### src/rtl/wallace_prod_accum_pkg.sv
// Shared types and default sizing for the Wallace product accumulator.
package wallace_prod_accum_pkg;

    localparam int unsigned DEF_M         = 8;
    localparam int unsigned DEF_ACC_W     = 12;
    localparam int unsigned DEF_MAX_TERMS = 16;
    localparam int unsigned DEF_CNT_W     = 5;

    typedef enum logic [1:0] {
        IDLE  = 2'd0,
        ACCUM = 2'd1,
        HOLD  = 2'd2
    } state_t;

endpackage

### src/rtl/wallace_prod_accum_if.sv
// Product-in / result-out handshake bundle for the accumulator.
interface wallace_prod_accum_if #(
    parameter int unsigned M     = 8,
    parameter int unsigned ACC_W = 12,
    parameter int unsigned CNT_W = 5
);
    logic             in_valid;
    logic             in_ready;
    logic [M-1:0]     in_prod;
    logic             in_last;
    logic             out_valid;
    logic             out_ready;
    logic [ACC_W-1:0] out_acc;
    logic [CNT_W-1:0] out_cnt;
    logic             out_ovf;

    modport master (
        output in_valid, in_prod, in_last, out_ready,
        input  in_ready, out_valid, out_acc, out_cnt, out_ovf
    );

    modport slave (
        input  in_valid, in_prod, in_last, out_ready,
        output in_ready, out_valid, out_acc, out_cnt, out_ovf
    );
endinterface

### src/rtl/wallace_prod_accum_adder.sv
// Accumulator adder: ACC_W-bit sum of running total and zero-extended product,
// with carry out. Build with ACC_SAT_EN defined to clamp the sum at all-ones
// on carry; otherwise the sum wraps.
module wallace_prod_accum_adder #(
    parameter int unsigned M     = 8,
    parameter int unsigned ACC_W = 12
) (
    input  logic [ACC_W-1:0] a,
    input  logic [M-1:0]     b,
    output logic [ACC_W-1:0] sum,
    output logic             carry
);
    logic [ACC_W:0] full_c;

    assign full_c = {1'b0, a} + (ACC_W+1)'(b);
    assign carry  = full_c[ACC_W];

`ifdef ACC_SAT_EN
    // Once clamped, any further nonzero product carries again, so the clamp holds.
    assign sum = carry ? {ACC_W{1'b1}} : full_c[ACC_W-1:0];
`else
    assign sum = full_c[ACC_W-1:0];
`endif

endmodule

### src/rtl/wallace_prod_accum.sv
// Multiply-accumulate back end: sums groups of multiplier product beats and
// presents sum, beat count and overflow on a held result handshake.
// Optional build macro: ACC_SAT_EN (saturating accumulator).
module wallace_prod_accum
    import wallace_prod_accum_pkg::*;
#(
    parameter int unsigned M         = DEF_M,
    parameter int unsigned ACC_W     = DEF_ACC_W,
    parameter int unsigned MAX_TERMS = DEF_MAX_TERMS,
    parameter int unsigned CNT_W     = DEF_CNT_W
) (
    input  logic                 clk,
    input  logic                 rst,
    wallace_prod_accum_if.slave  bus
);
    state_t           state, state_n;
    logic [ACC_W-1:0] acc, acc_n;
    logic [CNT_W-1:0] cnt, cnt_n;
    logic             ovf, ovf_n;
    logic             out_valid, out_valid_n;

    logic             accept_c;
    logic [ACC_W-1:0] add_base_c;
    logic [ACC_W-1:0] sum_c;
    logic             carry_c;
    logic [CNT_W-1:0] cnt_nxt_c;

    assign bus.in_ready = (state != HOLD);
    assign accept_c     = bus.in_valid && bus.in_ready;
    // First beat of a group starts from zero, so it never carries.
    assign add_base_c   = (state == IDLE) ? '0 : acc;
    assign cnt_nxt_c    = (state == IDLE) ? CNT_W'(1) : cnt + CNT_W'(1);

    wallace_prod_accum_adder #(.M(M), .ACC_W(ACC_W)) u_adder (
        .a     (add_base_c),
        .b     (bus.in_prod),
        .sum   (sum_c),
        .carry (carry_c)
    );

    // Next-state, accumulator and result-valid logic.
    always_comb begin
        state_n = state;
        acc_n   = acc;
        cnt_n   = cnt;
        ovf_n   = ovf;
        case (state)
            IDLE, ACCUM: begin
                if (accept_c) begin
                    acc_n   = sum_c;
                    cnt_n   = cnt_nxt_c;
                    ovf_n   = ((state == ACCUM) && ovf) || carry_c;
                    state_n = (bus.in_last || cnt_nxt_c == CNT_W'(MAX_TERMS)) ? HOLD : ACCUM;
                end
            end
            HOLD: begin
                if (bus.out_ready) state_n = IDLE;
            end
            default: state_n = IDLE;
        endcase
        out_valid_n = (state_n == HOLD);
    end

    // State and datapath registers with synchronous reset.
    always_ff @(posedge clk) begin
        if (rst) begin
            state     <= IDLE;
            acc       <= '0;
            cnt       <= '0;
            ovf       <= 1'b0;
            out_valid <= 1'b0;
        end else begin
            state     <= state_n;
            acc       <= acc_n;
            cnt       <= cnt_n;
            ovf       <= ovf_n;
            out_valid <= out_valid_n;
        end
    end

    assign bus.out_valid = out_valid;
    assign bus.out_acc   = acc;
    assign bus.out_cnt   = cnt;
    assign bus.out_ovf   = ovf;

endmodule

### src/flat_wrapper.sv
// flat-port wrapper written by rule: the top's interface ports become plain ports
module wallace_prod_accum_flat import wallace_prod_accum_pkg::*;
#(
    parameter int unsigned M         = DEF_M,
    parameter int unsigned ACC_W     = DEF_ACC_W,
    parameter int unsigned MAX_TERMS = DEF_MAX_TERMS,
    parameter int unsigned CNT_W     = DEF_CNT_W
)
  (clk, rst, bus_in_valid, bus_in_prod, bus_in_last, bus_out_ready, bus_in_ready, bus_out_valid, bus_out_acc, bus_out_cnt, bus_out_ovf);
  wallace_prod_accum_if #(.M(M), .ACC_W(ACC_W), .CNT_W(CNT_W)) bus_i ();
  input  logic clk;
  input  logic rst;
  input wire logic [$bits(bus_i.in_valid)-1:0] bus_in_valid;
  input wire logic [$bits(bus_i.in_prod)-1:0] bus_in_prod;
  input wire logic [$bits(bus_i.in_last)-1:0] bus_in_last;
  input wire logic [$bits(bus_i.out_ready)-1:0] bus_out_ready;
  output wire logic [$bits(bus_i.in_ready)-1:0] bus_in_ready;
  output wire logic [$bits(bus_i.out_valid)-1:0] bus_out_valid;
  output wire logic [$bits(bus_i.out_acc)-1:0] bus_out_acc;
  output wire logic [$bits(bus_i.out_cnt)-1:0] bus_out_cnt;
  output wire logic [$bits(bus_i.out_ovf)-1:0] bus_out_ovf;
  assign bus_i.in_valid = bus_in_valid;
  assign bus_i.in_prod = bus_in_prod;
  assign bus_i.in_last = bus_in_last;
  assign bus_i.out_ready = bus_out_ready;
  assign bus_in_ready = bus_i.in_ready;
  assign bus_out_valid = bus_i.out_valid;
  assign bus_out_acc = bus_i.out_acc;
  assign bus_out_cnt = bus_i.out_cnt;
  assign bus_out_ovf = bus_i.out_ovf;
  wallace_prod_accum #(.M(M), .ACC_W(ACC_W), .MAX_TERMS(MAX_TERMS), .CNT_W(CNT_W)) u_core (.clk(clk), .rst(rst), .bus(bus_i));
endmodule
### config.mk
export PLATFORM = sky130hd
export DESIGN_NAME = wallace_prod_accum_flat
export DESIGN_NICKNAME = d
export VERILOG_FILES = /design/src/rtl/wallace_prod_accum_pkg.sv /design/src/rtl/wallace_prod_accum_if.sv /design/src/rtl/wallace_prod_accum_adder.sv /design/src/rtl/wallace_prod_accum.sv /design/src/flat_wrapper.sv
export SDC_FILE = /design/constraint.sdc
export NUM_CORES = 1
export LEC_CHECK = 0
export BUFFER_PORTS_ARGS = -buffer_cell sky130_fd_sc_hd__clkbuf_2
export CAP_MARGIN = 20
export CORE_MARGIN = 2
export CORE_UTILIZATION = 49
export CTS_CLUSTER_SIZE = 24
export DETAILED_ROUTE_END_ITERATION = 10
export PLACE_DENSITY = 0.75
export SKIP_CTS_REPAIR_TIMING = 1
export SLEW_MARGIN = 20
export SYNTH_ARGS = -nofsm -noshare
export SYNTH_HDL_FRONTEND = slang
export SYNTH_SLANG_ARGS = --single-unit
### constraint.sdc
create_clock -name clk -period 3.9 [get_ports clk]
set_input_delay 0.195 -clock clk [delete_from_list [all_inputs] [get_ports clk]]
set_output_delay 0.195 -clock clk [all_outputs]
set_load 0.01 [all_outputs]
== Word-level counts from Yosys, hierarchy flattened ==
Cells that the tools add are included.
Word-level totals
  output and inout port bits: 20
  flip-flop bits (word level): 21
  word-level logic and storage cells: 25
Cells by class
  reduce and logical (&&, ||, !) cells: 7
  mux-type cells: 6
  equal/unequal tests: 5
  add/subtract/negate cells: 2
Operators by type and width (count)
  $add 12x8->13: 1
  $mux 12: 1
  $mux 2: 3
  $add 5x1->5 const B: 1
  $eq 5x5->1 const B: 1
  $mux 5: 1
  $eq 2x2->1 const B: 2
  $pmux 2 s2: 1
  $eq 2x1->1 const B: 1
  $logic_and 1x1->1: 2
  $logic_not 2->1: 1
  $logic_or 1x1->1: 2
  $ne 2x2->1 const B: 1
  $reduce_and 2->1: 1
  $reduce_or 2->1: 1

== Depth between registers and ports, before layout ==
Gate-level depths: netlist (run 1).
  word-level depth: 8
  gate-level depth with buffers: 10

== By module ==
From an unflattened synthesis (run 1), not the netlist that was laid out.
Second synthesis, totals
  cells, all modules: 191
  area, all modules: 1505.2 µm²
By module, submodules not included
  wallace_prod_accum: instances 1, cells each 119, sequential area each 420.4 µm², area an instance 940.9 µm²
  wallace_prod_accum_adder: instances 1, cells each 72, sequential area each 0.0 µm², area an instance 564.3 µm²

== Worst setup path before layout (run 1) ==
No wires, ideal clock.
  path kind: register -> register
  start point: register u_core.state[0]
  end point: register u_core.acc[10] (netlist: u_core.bus.out_acc[10])
  stages on the path, launching flop included: 10
  data arrival time: 2171 ps
  path slack: 1654 ps
  setup time: 75 ps
  data required time: 3825 ps
  buffers on the path: 1
  period minus slack after synthesis: 2246 ps
  path through: dfxtp_1 buf_2 nor2_1 nor2b_1 ha_1 a21o_1 a31o_1 a21oi_2 or4_1 a31oi_1
Between the ends
  cells in the longest elaborated chain, start to end: 3
  elaborated cells between the ends (all ways): 8
  classes of those cells: add/sub (1); eq/ne (2); mux (1); reduce/logical (4)
Ends and longest elaborated chain
  start: declaration: line wallace_prod_accum.sv:16  | state_t state, state_n;
  start signal: assignment: line wallace_prod_accum.sv:73  | state <= state_n;
  $logic_not 2->1, or another cell as far along: line wallace_prod_accum.sv:31, wallace_prod_accum.sv:47
  $mux 12, or another cell as far along: line wallace_prod_accum.sv:31  | assign add_base_c = (state == IDLE) ? '0 : acc;
  $add 12x8->13 / $reduce_and 2->1 (equally long branches)
  end signal: assignment: line wallace_prod_accum.sv:74  | acc <= acc_n;
  end: declaration: line wallace_prod_accum.sv:17  | logic [ACC_W-1:0] acc, acc_n;
Parallel ways exist; a longest one is shown, timed or not.
A chain may end at the register's enable or synchronous reset.

== Final worst setup path (run 1) ==
  start point: register u_core.state[0]
  end point: register u_core.acc[9] (netlist: u_core.bus.out_acc[9])
Same word-level chain as after synthesis.

==> impl_metrics.toml, run 1 <==
[detailed_routing]
dr.pass1.iters = 4
met3_length_um = 113
drt_iter0_drc = 43
route.detailed.drc = 0
wirelength_um = 3140
drtAntennaViolNets = 0
avgViaCountPerCell = 5.65
wl_per_cell_um = 13.9
dr_wl_met2_um = 1540
top_layer = "met4"
wl_met1_um = 1450
num_vias = 1278

[worst_setup_path]
critPathRequiredTime_ps = 4130
worstRegToRegCells = 8
start_kind = "flop"
max_stage_delay_ps = 530
cp_num_cells = 8
path_class = "flop to flop"
worstReg2RegStart = "u_core.state[0]$_SDFF_PP0_"
path_cells = "nor2_1 -> nor2b_1 -> ha_1 -> a211oi_2 -> o211ai_1 -> a31o_2 -> o21ai_1 -> nor4b_2"
worst_path_max_delay_cell = "nor2_1"
cp.buffers_inverters = 0
path_max_fanout = 10
rrSetupSlack_ps = 1340
crit_start = "u_core.state[0]$_SDFF_PP0_"
end_kind = "flop"
cp-endpoint = "u_core.bus.out_acc[9]$_SDFFE_PP0P_"
reg2reg_to = "u_core.bus.out_acc[9]$_SDFFE_PP0P_"
critPathArrivalTime_ps = 2800
crit_family = "simple AND/OR/NAND/NOR gates"

[logic_synthesis]
avgSynthCellArea_um2 = 7.91
syn-num-nets = 188
synthArstFlopShare_pct = 0
synth_seq_area_share_pct = 32.2
ys_types = 38
ys.flop_type = "dfxtp_1"
syn_inst = 165
synth_warnings = 0
yosys_register_bits = 21
synth_edf_count = 0
synth_area_um2 = 1310

[timing]
fin_ws_ps = 1340
fin_skew_ps = 8.94
maxSlewHeadroom_pct = 57.7
finalHoldViolCount = 0
fmax_mhz = 390
min_period_over_period_pct = 65.7
min_period_ps = 2560
setup_tns_ps = 0
slew_violations = 0
rsz0062_at_grt = "no"
worst_pin_slew_ps = 633
finalSetupViolations = 0

[floorplanning]
rows = 18
dieArea_um2 = 3090
die_x_um = 55.6
ios = 33
coreArea_um2 = 2500
initial_core_util_pct = 52.2
die_h_um = 55.6

[place]
portBuffers = 32
dp_hpwl_um = 2290
routabilityCongestion = 0.886
post-place-ws_ps = 1370
placed_area_um2 = 1490

[run_status]
outcome = "completed"

[final_layout]
final_cell_area_um2 = 1510
fin_nets = 220
most-common-layout-cells = "clkbuf_2 (32), nand2_1 (24), dfxtp_1 (21)"
syn2layout_area_growth_pct = 15.9
antennaDiodeCount = 0
final_common_cell = "clkbuf_2"
drive_above_1_share_pct = 21.9

[global_routing]
grt_pass1_vias = 1228
grt_max_degree = 26
grt_pass1_wl_um = 5340
grt.total_usage_pct = 20.8
antenna_found_initial = 0
grt-ovfl-total = 0

[flow_run]
maxCapViolations = 0

[pwr]
vdd_drop_max_mv = 0.186
p_leak_uw = 0.000645
power_density_nw_per_um2 = 282
total_power_uw = 427

[cts]
clk_latency_ps = 300
cts_buffers = 3
clockRootBuffer = "clkbuf_4"
cts.sinks = 21
clk_pin_slew_ps = 130
htree_levels = 1
cts_buffer_depth = 2
cts_tree = "built"

[min_path]
hp-class = "input pin to flop"
==> per-layer routing <==
layer / vias to the layer above / global-route usage (%)
met5: - / 0
met4: 0 / 7.67
met3: 4 / 2.56
met2: 32 / 35.9
met1: 591 / 26.3
li1: 651 / -
==> layout make-up <==
class | instances | area (um2)
fillers | 243 | 987
inverters | 2 | 7.51
well taps | 30 | 37.5
clock inverters | 1 | 5.00
repair buffers | 33 | 168
flip-flops and latches | 21 | 420
clock buffers | 3 | 22.5
multi-input cells | 136 | 852
==> per-stage QoR <==
step                      util, %  hold slack [ps]  cells
final                        60.5              216    226
after global routing         60.5              230    226
after CTS                    60.5              222    226
after detailed placement     59.4              464    222
after global placement       59.4              450    222
after floorplan                 -              362    165
==> worst register-to-register path, stage by stage, from the launching register on <==
cell and delay (ps):
dfxtp_1 410, nor2_1 530, nor2b_1 180, ha_1 330, a211oi_2 250, o211ai_1 200
a31o_2 310, o21ai_1 110, nor4b_2 180
==> report_power, final <==
part	total (uW)	switching, uW	leakage (uW)	internal (uW)
Sequential	232	8.43	0.000171	224
Combinational	86.3	51.1	0.000456	35.1
Clock	108	70.3	0.0000177	38.2
==> cell usage after synthesis (3+ instances only) <==
cell	instances	area (um2)
nor3_1	4	20.0
a211oi_1	4	30.0
xor2_1	3	26.3
o21ai_0	3	15.0
nand3_1	8	40.0
a21oi_1	20	100
dfxtp_1	21	420
ha_1	9	113
nand2_1	24	90.1
clkbuf_1	4	15.0
nor2b_1	9	56.3
nor2_1	16	60.1
nand3b_1	5	37.5
==> sequential cells by signal (all words and copies together) (netlist names) <==
name                  cells
u_core.state              2
u_core.bus.out_ovf        1
u_core.bus.out_valid      1
u_core.bus.out_acc       12
u_core.bus.out_cnt        5
==> worst min-delay path by stage <==
stage | startpoint | end | slack, ps | depth (start not counted)
CTS | bus_in_last | u_core.state[0]$_SDFF_PP0_ | 220 | 3
global route | bus_in_last | u_core.state[1]$_SDFF_PP0_ | 230 | 3
finish | bus_in_last | u_core.state[0]$_SDFF_PP0_ | 220 | 3
global placement | u_core.bus.out_acc[3]$_SDFFE_PP0P_ | u_core.bus.out_acc[3]$_SDFFE_PP0P_ | 450 | 2
detailed placement | u_core.bus.out_acc[4]$_SDFFE_PP0P_ | u_core.bus.out_acc[4]$_SDFFE_PP0P_ | 460 | 2
floorplan | rst | u_core.bus.out_acc[8]$_SDFFE_PP0P_ | 360 | 1
==> cells by family (layout without fill, tap and decap cells) <==
logic type / count (synthesis) / in the layout / synth area share, %
buffers and inverters: 8 / 39 / 2.49
AO/OA/AOI/OAI: 43 / 43 / 20.8
XOR/XNOR: 4 / 4 / 2.69
adder cells (fa/ha/maj): 10 / 10 / 10.2
AND/OR/NAND/NOR: 79 / 79 / 31.6
flip-flops: 21 / 21 / 32.2
No activity file was read; power rests on OpenSTA's default activity.
==> run 2, diff against run 1 <==
--- a/config.mk
+++ b/config.mk
@@ -5,10 +5,11 @@
 export SDC_FILE = /design/constraint.sdc
 export NUM_CORES = 1
 export LEC_CHECK = 0
+export ABC_AREA = 1
 export BUFFER_PORTS_ARGS = -buffer_cell sky130_fd_sc_hd__clkbuf_2
 export CAP_MARGIN = 20
 export CORE_MARGIN = 2
-export CORE_UTILIZATION = 49
+export CORE_UTILIZATION = 48
 export CTS_CLUSTER_SIZE = 24
 export DETAILED_ROUTE_END_ITERATION = 10
 export PLACE_DENSITY = 0.75
==> constraint.sdc (replaced) <==
create_clock -name clk -period 2.1 [get_ports clk]
set_input_delay 0.105 -clock clk [delete_from_list [all_inputs] [get_ports clk]]
set_output_delay 0.105 -clock clk [all_outputs]
set_load 0.01 [all_outputs]
==> impl_metrics.toml, run 2 <==
[run_status]
outcome = "completed"

[timing]
slew_violations = 0
maxSlewHeadroom_pct = 76.1
fin_ws_ps = 138
min_period_ps = 1960
whs_ps = 61.3
worst_pin_slew_ps = 358
finalSetupViolations = 0
fin_skew_ps = 3.70
finalHoldViolCount = 0
fmax_mhz = 510
min_period_over_period_pct = 93.4

[place]
routabilityCongestion = 0.870
dp_hpwl_um = 2270
placed_area_um2 = 1570
portBuffers = 32
post-place-ws_ps = 145

[final_layout]
final_cell_area_um2 = 1620
register_area_um2 = 422
multiInputGateArea_um2 = 792
fillCellCount = 276
fin_nets = 269
most-common-layout-cells = "nand2_1 (41), inv_1 (38), clkbuf_2 (32)"
drive_above_1_share_pct = 22.0
syn2layout_area_growth_pct = 15.6
largest_reg_flops = 12
final_common_cell = "nand2_1"
antennaDiodeCount = 0

[logic_synthesis]
synth_seq_area_share_pct = 30.1
synth_area_um2 = 1400
syn_inst = 211
ys_types = 30
syn-num-nets = 234
ys_top_cells_by_count = "nand2_1 (42), inv_1 (38), nor2_1 (22)"
yosys-top-cells-area = "dfxtp_1 (30%), nand2_1 (11%), inv_1 (10%), ha_1 (8.1%), a21oi_1 (7.2%)"
synth_edf_count = 0
yosys_register_bits = 21
synthArstFlopShare_pct = 0
yosysMostFrequentCell = "nand2_1"
ys.flop_type = "dfxtp_1"
yosys.area.top_type = "dfxtp_1"
synth_top_cell_area_share_pct = 30.1
avgSynthCellArea_um2 = 6.62
synth_warnings = 0

[floorplanning]
dieArea_um2 = 3360
die_x_um = 58.0
die_h_um = 58.0
coreArea_um2 = 2760
ios = 33
rows = 19
initial_core_util_pct = 50.7

[cts]
clockRootBuffer = "clkbuf_4"
htree_levels = 1
cts_buffer_depth = 2
cts.sinks = 21
clk_pin_slew_ps = 120
cts_buffers = 3
clk_latency_ps = 310
cts_tree = "built"

[detailed_routing]
wl_per_cell_um = 10.8
dr.pass1.iters = 4
drt_iter0_drc = 53
avgViaCountPerCell = 5.00
num_vias = 1379
drtAntennaViolNets = 0
wirelength_um = 2980
route.detailed.drc = 0

[worst_setup_path]
cpMostUsedCell = "nand2_1"
path_cells = "nor2_4 -> buf_4 -> nor2_1 -> ha_1 -> a21oi_1 -> nand2_2 -> nand2_1 -> nand2_1 -> nand2_1 -> nand2_2 -> a21oi_1 -> nor2_1"
path_class = "flop to flop"
end_kind = "flop"
path_max_fanout = 4
critPathRequiredTime_ps = 2310
start_kind = "flop"
worst_path_max_delay_cell = "dfxtp_1"
critPathArrivalTime_ps = 2170
max_stage_delay_ps = 420

[global_routing]
grt.total_usage_pct = 18.6
grt_pass1_vias = 1123
antenna_found_initial = 0
grt_max_degree = 21
grt-ovfl-total = 0
grt_pass1_wl_um = 4890

[pwr]
total_power_uw = 866
vdd_drop_max_mv = 0.383
power_density_nw_per_um2 = 536
p_leak_uw = 0.000858

[min_path]
hp-class = "input pin to flop"

[flow_run]
maxCapViolations = 0
## run 2: changes by cell type in the layout (fill, tap and decap cells not counted), sizes merged, moves of 5 or more
cell | previous run | this run
nand3b | 5 | 0
inv | 2 | 40
nand3 | 8 | 18
a211oi | 5 | 0
nand2 | 25 | 46
o21ai | 4 | 15
nor2 | 16 | 24
nor2b | 9 | 0
## run 2: per-stage QoR
stage | instances | util [%] | setup TNS, ps
detailed placement | 270 | 56.8 | 0
global route | 276 | 58.6 | -62.6
floorplan | 211 | - | 0
CTS | 274 | 57.8 | 0
global placement | 270 | 56.8 | 0
finish | 276 | 58.6 | 0
## run 2: final cells by class
type | count | area share [%]
repair buffers | 35 | 11.3
well taps | 31 | 2.40
clock inverters | 1 | 0.310
flip-flops and latches | 21 | 26.1
multi-input cells | 145 | 49.0
inverters | 40 | 9.45
clock buffers | 3 | 1.39
## run 2: cell families (layout without fill, tap and decap cells)
logic type               Yosys count  count (layout)  synth area share, %
XOR/XNOR                           3               3                 1.88
buffers and inverters             45              79                 13.7
adder cells (fa/ha/maj)           10              10                 9.49
flip-flops                        21              21                 30.1
AND/OR/NAND/NOR                   92              92                 29.7
AO/OA/AOI/OAI                     40              40                 15.1
## run 2: final timing paths
check / start / endpoint / slack [ps] / cells past startpoint
setup / recovery: u_core.state[0]$_SDFF_PP0_ / u_core.bus.out_acc[9]$_SDFFE_PP0P_ / 140 / 12
hold / removal: bus_out_ready / u_core.state[1]$_SDFF_PP0_ / 60 / 3
setup reg to reg: u_core.state[0]$_SDFF_PP0_ / u_core.bus.out_acc[9]$_SDFFE_PP0P_ / 140 / 12
hold reg to reg: u_core.bus.out_ovf$_SDFFE_PP0P_ / u_core.bus.out_ovf$_SDFFE_PP0P_ / 480 / 2
## run 2: critical path: cells and delay by family (launching register included)
family / cells / cell delay [ps]
simple gates: 8 / 680
buf+inv: 1 / 140
fa+ha+maj: 1 / 300
flops: 1 / 420
compound gates: 2 / 320
## run 2: per-layer routing
layer | GRT usage [%] | wire [um] | vias up
li1 | - | - | 740
met1 | 25.9 | 1380 | 594
met2 | 29.7 | 1390 | 41
met3 | 2.68 | 171 | 4
met4 | 5.98 | 40 | 0
met5 | 0 | 0 | -
## run 2: power by group
group | total, uW | internal, uW | switching (uW)
clock network | 198 | 71.1 | 127
registers | 443 | 423 | 20.0
logic | 224 | 86.2 | 138
total | 866 | 580 | 285
